File: config.mk
export PLATFORM = sky130hd
export DESIGN_NAME = bus_arbiter
export DESIGN_NICKNAME = d
export VERILOG_FILES = /design/src/rtl/bus_arbiter.sv
export SDC_FILE = /design/constraint.sdc
export NUM_CORES = 1
export LEC_CHECK = 0
export CORE_MARGIN = 5
export CORE_UTILIZATION = 50
export DETAILED_ROUTE_END_ITERATION = 8
export GPL_TIMING_DRIVEN = 0
export PLACE_DENSITY_LB_ADDON = 0.15
export RECOVER_POWER = 50
export SLEW_MARGIN = 10
export SYNTH_ARGS = -nofsm -noshare
export SYNTH_HDL_FRONTEND = slang
export SYNTH_SLANG_ARGS = --single-unit
File: constraint.sdc
create_clock -name clk -period 2.38 [get_ports clk]
set_input_delay 0.357 -clock clk [delete_from_list [all_inputs] [get_ports clk]]
set_output_delay 0.357 -clock clk [all_outputs]
set_load 0.005 [all_outputs]
File: src/rtl/bus_arbiter.sv
// rtl/bus_arbiter.sv - round-robin arbiter for four bus masters with hold-timeout preemption
module bus_arbiter #(
    parameter int MAX_HOLD = 64,
    parameter int HOLD_W   = 8
) (
    input  logic       clk,
    input  logic       reset,
    input  logic [3:0] m_req_,
    input  logic [3:0] m_as_,
    output logic [3:0] m_grnt_,
    output logic [1:0] owner,
    output logic       bus_busy,
    output logic       preempt
);
    typedef enum logic {IDLE, OWNED} state_t;

    localparam logic [HOLD_W-1:0] HOLD_LAST = HOLD_W'(MAX_HOLD - 1);

    state_t            state, state_nx;
    logic [HOLD_W-1:0] hold_cnt, hold_nx;
    logic [1:0]        last, last_nx, owner_nx;
    logic [3:0]        grnt_nx;
    logic              busy_nx, preempt_nx;
    logic [3:0]        req, others;
    logic              idle_found, own_found;
    logic [1:0]        idle_win, own_win;

    // Returns {found, index}; scans base+1, base+2, base+3, base so base has lowest priority.
    function automatic logic [2:0] rr_scan(input logic [3:0] r, input logic [1:0] base);
        logic [2:0] res;
        logic [1:0] idx;
        res = '0;
        for (int i = 4; i >= 1; i--) begin
            idx = base + 2'(i);
            if (r[idx]) res = {1'b1, idx};
        end
        return res;
    endfunction

    assign req    = ~m_req_;
    assign others = req & ~(4'b0001 << owner);

    assign {idle_found, idle_win} = rr_scan(req, last);
    // The owner is masked out, so a preemption can never re-grant the revoked master.
    assign {own_found, own_win}   = rr_scan(others, owner);

    always_comb begin
        state_nx   = state;
        hold_nx    = hold_cnt;
        last_nx    = last;
        owner_nx   = owner;
        grnt_nx    = m_grnt_;
        busy_nx    = bus_busy;
        preempt_nx = 1'b0;
        case (state)
            IDLE: begin
                if (idle_found) begin
                    grnt_nx  = ~(4'b0001 << idle_win);
                    owner_nx = idle_win;
                    busy_nx  = 1'b1;
                    hold_nx  = '0;
                    state_nx = OWNED;
                end
            end
            OWNED: begin
                if (!req[owner]) begin
                    // Release has priority over a coincident timeout.
                    last_nx = owner;
                    hold_nx = '0;
                    if (own_found) begin
                        grnt_nx  = ~(4'b0001 << own_win);
                        owner_nx = own_win;
                    end else begin
                        grnt_nx  = 4'b1111;
                        busy_nx  = 1'b0;
                        state_nx = IDLE;
                    end
                end else if (own_found) begin
                    if (hold_cnt == HOLD_LAST && m_as_[owner]) begin
                        last_nx    = owner;
                        grnt_nx    = ~(4'b0001 << own_win);
                        owner_nx   = own_win;
                        preempt_nx = 1'b1;
                        hold_nx    = '0;
                    end else if (hold_cnt != HOLD_LAST) begin
                        hold_nx = hold_cnt + HOLD_W'(1);
                    end
                end else begin
                    hold_nx = '0;
                end
            end
            default: state_nx = IDLE;
        endcase
    end

    always_ff @(posedge clk) begin
        if (reset) begin
            state    <= IDLE;
            m_grnt_  <= 4'b1111;
            owner    <= 2'd0;
            bus_busy <= 1'b0;
            preempt  <= 1'b0;
            hold_cnt <= '0;
            last     <= 2'd3;
        end else begin
            state    <= state_nx;
            m_grnt_  <= grnt_nx;
            owner    <= owner_nx;
            bus_busy <= busy_nx;
            preempt  <= preempt_nx;
            hold_cnt <= hold_nx;
            last     <= last_nx;
        end
    end
endmodule

==> results of run 1 <==
[critical path: stages (launching register included)]
cell	delay, ps
dfxtp_4	380
buf_6	140
inv_1	180
ha_1	320
or3_1	160
a221oi_2	70
a311oi_2	420
a311oi_2	180
a211o_1	290
[stage by stage]
step	power (mW)	instance area [um2]
after floorplan	0.6460	1403
final	0.9383	1663
after global routing	1.003	1663
after CTS	0.9239	1637
after global placement	0.7483	1602
after detailed placement	0.7581	1602
[routing by layer]
| layer | vias to the layer above | track usage | part of all wire |
|---|---|---|---|
| li1 | 654 | - | - |
| met1 | 619 | 0.2366 | 0.47 |
| met2 | 42 | 0.2821 | 0.46 |
| met3 | 8 | 0.05216 | 0.054 |
| met4 | 0 | 0.03979 | 0.015 |
| met5 | - | 0 | 0 |
[layout by cell type (no fill, tap or decap), types with 5 or more instances in the layout]
master	Yosys	routed
a211oi_1	5	5
xnor2_1	6	6
o21ai_0	7	6
clkdlybuf4s50_1	0	10
dlygate4sd3_1	0	6
inv_1	7	7
nand2_1	9	9
a21oi_1	7	7
dfxtp_1	19	17
buf_2	5	5
nor2_1	17	17
[repair_timing]
item	4_1_cts	5_1_grt
gates resized for setup	2	6
endpoints found under the setup margin	2	5
gates cloned	0	0
pin swaps	0	1
[report_power, final]
part | total (mW) | internal, mW | switching, mW
clock | 0.157 | 0.0625 | 0.0948
combinational | 0.413 | 0.199 | 0.214
sequential | 0.368 | 0.345 | 0.0233
total | 0.938 | 0.606 | 0.332
[kinds of logic after synthesis]
family,synth area share
XOR/XNOR,0.04371
buffers and inverters,0.07582
adder cells (fa/ha/maj),0.04460
multiplexers,0.04282
flip-flops,0.2712
AO/OA/AOI/OAI,0.3408
AND/OR/NAND/NOR,0.1811
[flip-flops by register name (all words and copies together) (netlist names)]
signal / flops
last: 2
m_grnt_: 4
state: 1
owner: 2
preempt: 1
bus_busy: 1
hold_cnt: 8
[area by class of cell]
class | instances | area (um2) | area share
Clock inverter | 1 | 5.005 | 0.003010
Timing Repair Buffer | 16 | 160.2 | 0.09631
Clock buffer | 3 | 22.52 | 0.01354
Multi-Input combinational cell | 124 | 944.7 | 0.5681
Buffer | 11 | 80.08 | 0.04816
Tap cell | 31 | 38.79 | 0.02333
Sequential cell | 19 | 385.4 | 0.2318
Inverter | 7 | 26.28 | 0.01580
[path summary, 6_finish.rpt]
kind,from,slack [ps],end,cells past startpoint
setup reg to reg,owner[0]$_SDFFE_PP0P_,140,m_grnt_[1]$_SDFFE_PP1P_,8
hold / removal,reset,370,hold_cnt[1]$_SDFFE_PP0P_,2
setup / recovery,owner[0]$_SDFFE_PP0P_,140,m_grnt_[1]$_SDFFE_PP1P_,8
hold reg to reg,m_grnt_[1]$_SDFFE_PP1P_,480,m_grnt_[1]$_SDFFE_PP1P_,1
==> flow_metrics.py, run 1 <==
metrics = {
    "route": {
        "vias": 1323,
        "drc_errors": 0,
        "ant_nets": 0,
        "drt_iter0_drc": 54,
        "vias_per_cell": 6.241,
        "wl_um": 3409,
        "wl_per_cell_um": 16.08,
        "firstDrtPassIters": 5,
    },
    "clocking": {
        "clk_path_buf_depth": 2,
        "holdBufCountCts": 0,
        "clk_pin_slew_ps": 110,
        "post_cts_buffers": 0,
        "cts_inserted_buffers": 3,
        "cts_tree": "built",
        "htreeDepth": 1,
        "cts_root_buffer": "clkbuf_4",
        "worstSkewPairLatency_ps": 290,
        "cts.sinks": 19,
    },
    "synth": {
        "yosys-top-cells-area": "dfxtp_1 27%, nor2_1 4.5%, ha_1 4.5%",
        "ys_ff_latch": 19,
        "netlist_instances": 161,
        "ys_seq_area_frac": 0.2712,
        "syn-cell-area_mm2": 0.001403,
        "synth_common_cells": "19 x dfxtp_1, 17 x nor2_1, 9 x nand2_1",
        "synth_most_common_cell": "dfxtp_1",
        "ys_warn_count": 0,
        "yosys.area.top_type": "dfxtp_1",
        "synth_edf_count": 0,
        "ys.flop_type": "dfxtp_1",
        "synth_cell_types": 60,
        "synth_nets": 176,
        "synthArstFlopShare": 0,
        "avgSynthCellArea_um2": 8.712,
        "post-synth-top-area-fraction": 0.2712,
    },
    "grt": {
        "overflow": 0,
        "grtUsageTotal": 0.1780,
        "grt_max_degree": 12,
        "antenna_found_initial": 0,
        "grt_pass1_vias": 1290,
        "grt_pass1_wl_um": 5927,
    },
    "placement": {
        "placed_cells": 208,
        "place_hpwl_um": 2569,
        "port_buffers": 16,
        "pre_cts_slack_ps": -108.1,
        "gp_congestion": 0.9201,
    },
    "floorplanning": {
        "start_util": 0.5130,
        "die_x_um": 62.97,
        "dieArea_mm2": 0.003965,
        "die_y_um": 62.97,
        "core_mm2": 0.002734,
        "rows": 19,
        "ioPinCount": 18,
    },
    "setup_path": {
        "crit_path_end_kind": "register",
        "crit_type": "register to register",
        "crit_fanout": 10,
        "start_kind": "register",
        "worstPathRequired_ps": 2580,
        "arrival_ps": 2440,
    },
    "sta": {
        "whs_ps": 367.4,
        "timing.final.hold_violations": 0,
        "clock_skew_ps": 9.170,
        "timing.final.ws_setup_ps": 139.4,
        "setup_viol": 0,
        "final_max_slew_viol_count": 0,
        "fin_setup_tns_ps": 0,
        "fin_crit_sh": 0.9414,
        "rsz0062_at_grt": "no",
        "period_minus_slack_ps": 2241,
        "fmax_mhz": 446.3,
        "worst_slew_pin_slew_ps": 588.4,
        "slew_headroom": 0.6069,
    },
    "job": {
        "drv_cap": 0,
    },
    "cells_and_area": {
        "n_antenna_cell": 0,
        "nets": 197,
        "area_growth_syn_to_layout_pct": 18.55,
        "stdcell_count": 212,
        "final_util": 0.6082,
        "final.fill_count": 247,
        "final_layout_size_suffix_gt1_frac": 0.1989,
    },
    "hold_path": {
        "hp-class": "input pin to register",
    },
    "status": {
        "status": "completed",
    },
    "power": {
        "power_density_mw_per_mm2": 564.3,
        "vdd_drop_max_mv": 0.5144,
        "p_leak_nw": 0.6109,
    },
}
No activity file was read; power rests on OpenSTA's default activity.
==> run 2, diff against run 1 <==
Settings changed: CORE_ASPECT_RATIO set to 0.9, CTS_CLUSTER_SIZE set to 40.
==> run 2 against run 1 <==
Non-clock buffer count unchanged. Sequential cell count did not move. Critical path depth did not move. Cell area about the same. First-iteration DRC count grew 11%. Clock skew decreased by 6.4 ps. Combinational power fell by 3%. Critical path type unchanged.
==> flow_metrics.py, run 2 (synthesized netlist as in run 1, its figures left out) <==
metrics = {
    "floorplanning": {
        "core_mm2": 0.002725,
        "rows": 18,
        "die_y_um": 60.25,
        "start_util": 0.5147,
        "ioPinCount": 18,
        "dieArea_mm2": 0.003966,
        "die_x_um": 65.83,
    },
    "sta": {
        "whs_ps": 351.3,
        "fmax_mhz": 436.0,
        "fin_setup_tns_ps": 0,
        "fin_crit_sh": 0.9637,
        "timing.final.hold_violations": 0,
        "setup_viol": 0,
        "worst_slew_pin_slew_ps": 557.9,
        "timing.final.ws_setup_ps": 86.33,
        "final_max_slew_viol_count": 0,
        "clock_skew_ps": 2.758,
        "period_minus_slack_ps": 2294,
        "slew_headroom": 0.6273,
    },
    "hold_path": {
        "min_to": "hold_cnt[1]$_SDFFE_PP0P_",
        "hp-class": "input pin to register",
        "hp-start": "reset",
        "hold_depth": 2,
    },
    "setup_path": {
        "worstPathRequired_ps": 2590,
        "start_kind": "register",
        "crit_type": "register to register",
        "arrival_ps": 2510,
        "r2r_slack_ps": 90,
        "worstReg2RegStart": "owner[0]$_SDFFE_PP0P_",
        "r2r-end": "m_grnt_[1]$_SDFFE_PP1P_",
        "crit_path_end_kind": "register",
        "r2r_cells": 8,
        "crit_fanout": 10,
    },
    "clocking": {
        "htreeDepth": 1,
        "cts_inserted_buffers": 3,
        "cts_root_buffer": "clkbuf_4",
        "cts_tree": "built",
        "holdBufCountCts": 0,
        "cts.sinks": 19,
        "post_cts_buffers": 0,
        "clk_pin_slew_ps": 120,
        "worstSkewPairLatency_ps": 310,
        "clk_path_buf_depth": 2,
    },
    "placement": {
        "placed_cells": 217,
        "pre_cts_slack_ps": -163.7,
        "gp_congestion": 0.8842,
        "port_buffers": 16,
        "place_hpwl_um": 2568,
        "post_dp_cell_area_mm2": 0.001613,
    },
    "grt": {
        "grt_max_degree": 12,
        "antenna_found_initial": 0,
        "grtUsageTotal": 0.1891,
        "grt_pass1_wl_um": 5823,
        "overflow": 0,
        "grt_pass1_vias": 1237,
    },
    "cells_and_area": {
        "area_growth_syn_to_layout_pct": 18.47,
        "multi_input_area_um2": 932.1,
        "final_layout_size_suffix_gt1_frac": 0.1934,
        "layout_common_cells": "17 x nor2_1, 17 x dfxtp_1, 10 x clkdlybuf4s50_1",
        "final_area_mm2": 0.001662,
        "nets": 197,
        "stdcell_count": 221,
        "ff_latch_area_um2": 385.4,
        "reg_top3": "hold_cnt: 8 flops, m_grnt_: 4 flops",
        "largest_register_ffs": 8,
        "final_util": 0.6097,
        "regMostFlops": "hold_cnt",
        "final.fill_count": 241,
        "n_antenna_cell": 0,
    },
    "power": {
        "pwr-share-clk": 0.185,
        "finalPower_uw": 942.8,
        "combinationalPowerShare": 0.425,
        "vdd_drop_max_mv": 0.3862,
        "p_seq_frac": 0.390,
        "netSwitchingFraction": 0.3674,
        "p_int_uw": 596.4,
        "power_density_mw_per_mm2": 567.4,
        "power_switching_uw": 346.4,
        "p_leak_nw": 0.6097,
    },
    "route": {
        "drc_errors": 0,
        "drt_iter0_drc": 60,
        "wl_per_cell_um": 15.76,
        "vias_per_cell": 6.041,
        "vias": 1335,
        "ant_nets": 0,
        "firstDrtPassIters": 4,
        "wl_um": 3483,
    },
    "job": {
        "drv_cap": 0,
    },
    "status": {
        "status": "completed",
    },
}
-- run 2: changes by cell type in the layout (fill, tap and decap cells not counted) --
cell / delta
o21ai_0: +1
ha_1: +1
ha_4: -1
o21ai_1: -1
-- run 2: worst max-delay path by stage --
| stage | startpoint | endpoint | slack [ps] | cells after the start |
|---|---|---|---|---|
| 2_1_floorplan | owner[0]$_SDFFE_PP0P_ | m_grnt_[1]$_SDFFE_PP1P_ | 210 | 8 |
| 3_3_place_gp | owner[0]$_SDFFE_PP0P_ | m_grnt_[1]$_SDFFE_PP1P_ | -130 | 8 |
| 3_5_place_dp | m_req_[1] | m_grnt_[1]$_SDFFE_PP1P_ | -160 | 7 |
| 4_1_cts | owner[1]$_SDFFE_PP0P_ | m_grnt_[1]$_SDFFE_PP1P_ | 60 | 8 |
| 5_1_grt | owner[0]$_SDFFE_PP0P_ | m_grnt_[1]$_SDFFE_PP1P_ | -4 | 8 |
| 6_report | owner[0]$_SDFFE_PP0P_ | m_grnt_[1]$_SDFFE_PP1P_ | 90 | 8 |
-- run 2: timing repair --
| item | in CTS | in global routing |
|---|---|---|
| cloned | 0 | 0 |
| pin swaps | 1 | 1 |
| gates resized for setup | 2 | 4 |
| endpoints found under the setup margin | 3 | 2 |
| hold endpoints to repair | 0 | 0 |
-- run 2: critical path, cell delays in order, from the launching register on --
cell	delay (ps)
dfxtp_4	400
buf_6	140
inv_1	90
ha_1	360
o21bai_1	170
o2bb2ai_1	130
a311oi_2	420
a311oi_2	180
a211o_1	290
-- run 2: power by group through the flow --
stage | clock (mW) | combinational, mW | sequential, mW
2_1_floorplan | 0 | 0.275 | 0.371
3_3_place_gp | 0 | 0.376 | 0.372
3_5_place_dp | 0 | 0.385 | 0.373
4_1_cts | 0.178 | 0.393 | 0.367
5_1_grt | 0.192 | 0.434 | 0.372
6_report | 0.175 | 0.400 | 0.368
-- run 2: final cells by class --
cell class / count / area share
well taps: 40 / 0.03012
inverters: 7 / 0.01581
clock buffers: 3 / 0.01355
clock inverters: 1 / 0.003012
flip-flops and latches: 19 / 0.2319
repair buffers: 16 / 0.09639
plain buffers: 11 / 0.04819
multi-input cells: 124 / 0.5610
-- run 2: per-layer routing --
layer  track usage  vias to the layer above  wire length (um)
met3       0.03195                        4               217
met4       0.05917                        0                28
li1              -                      648                 -
met5             0                        -                 0
met2        0.2943                       52              1536
met1        0.2656                      631              1700
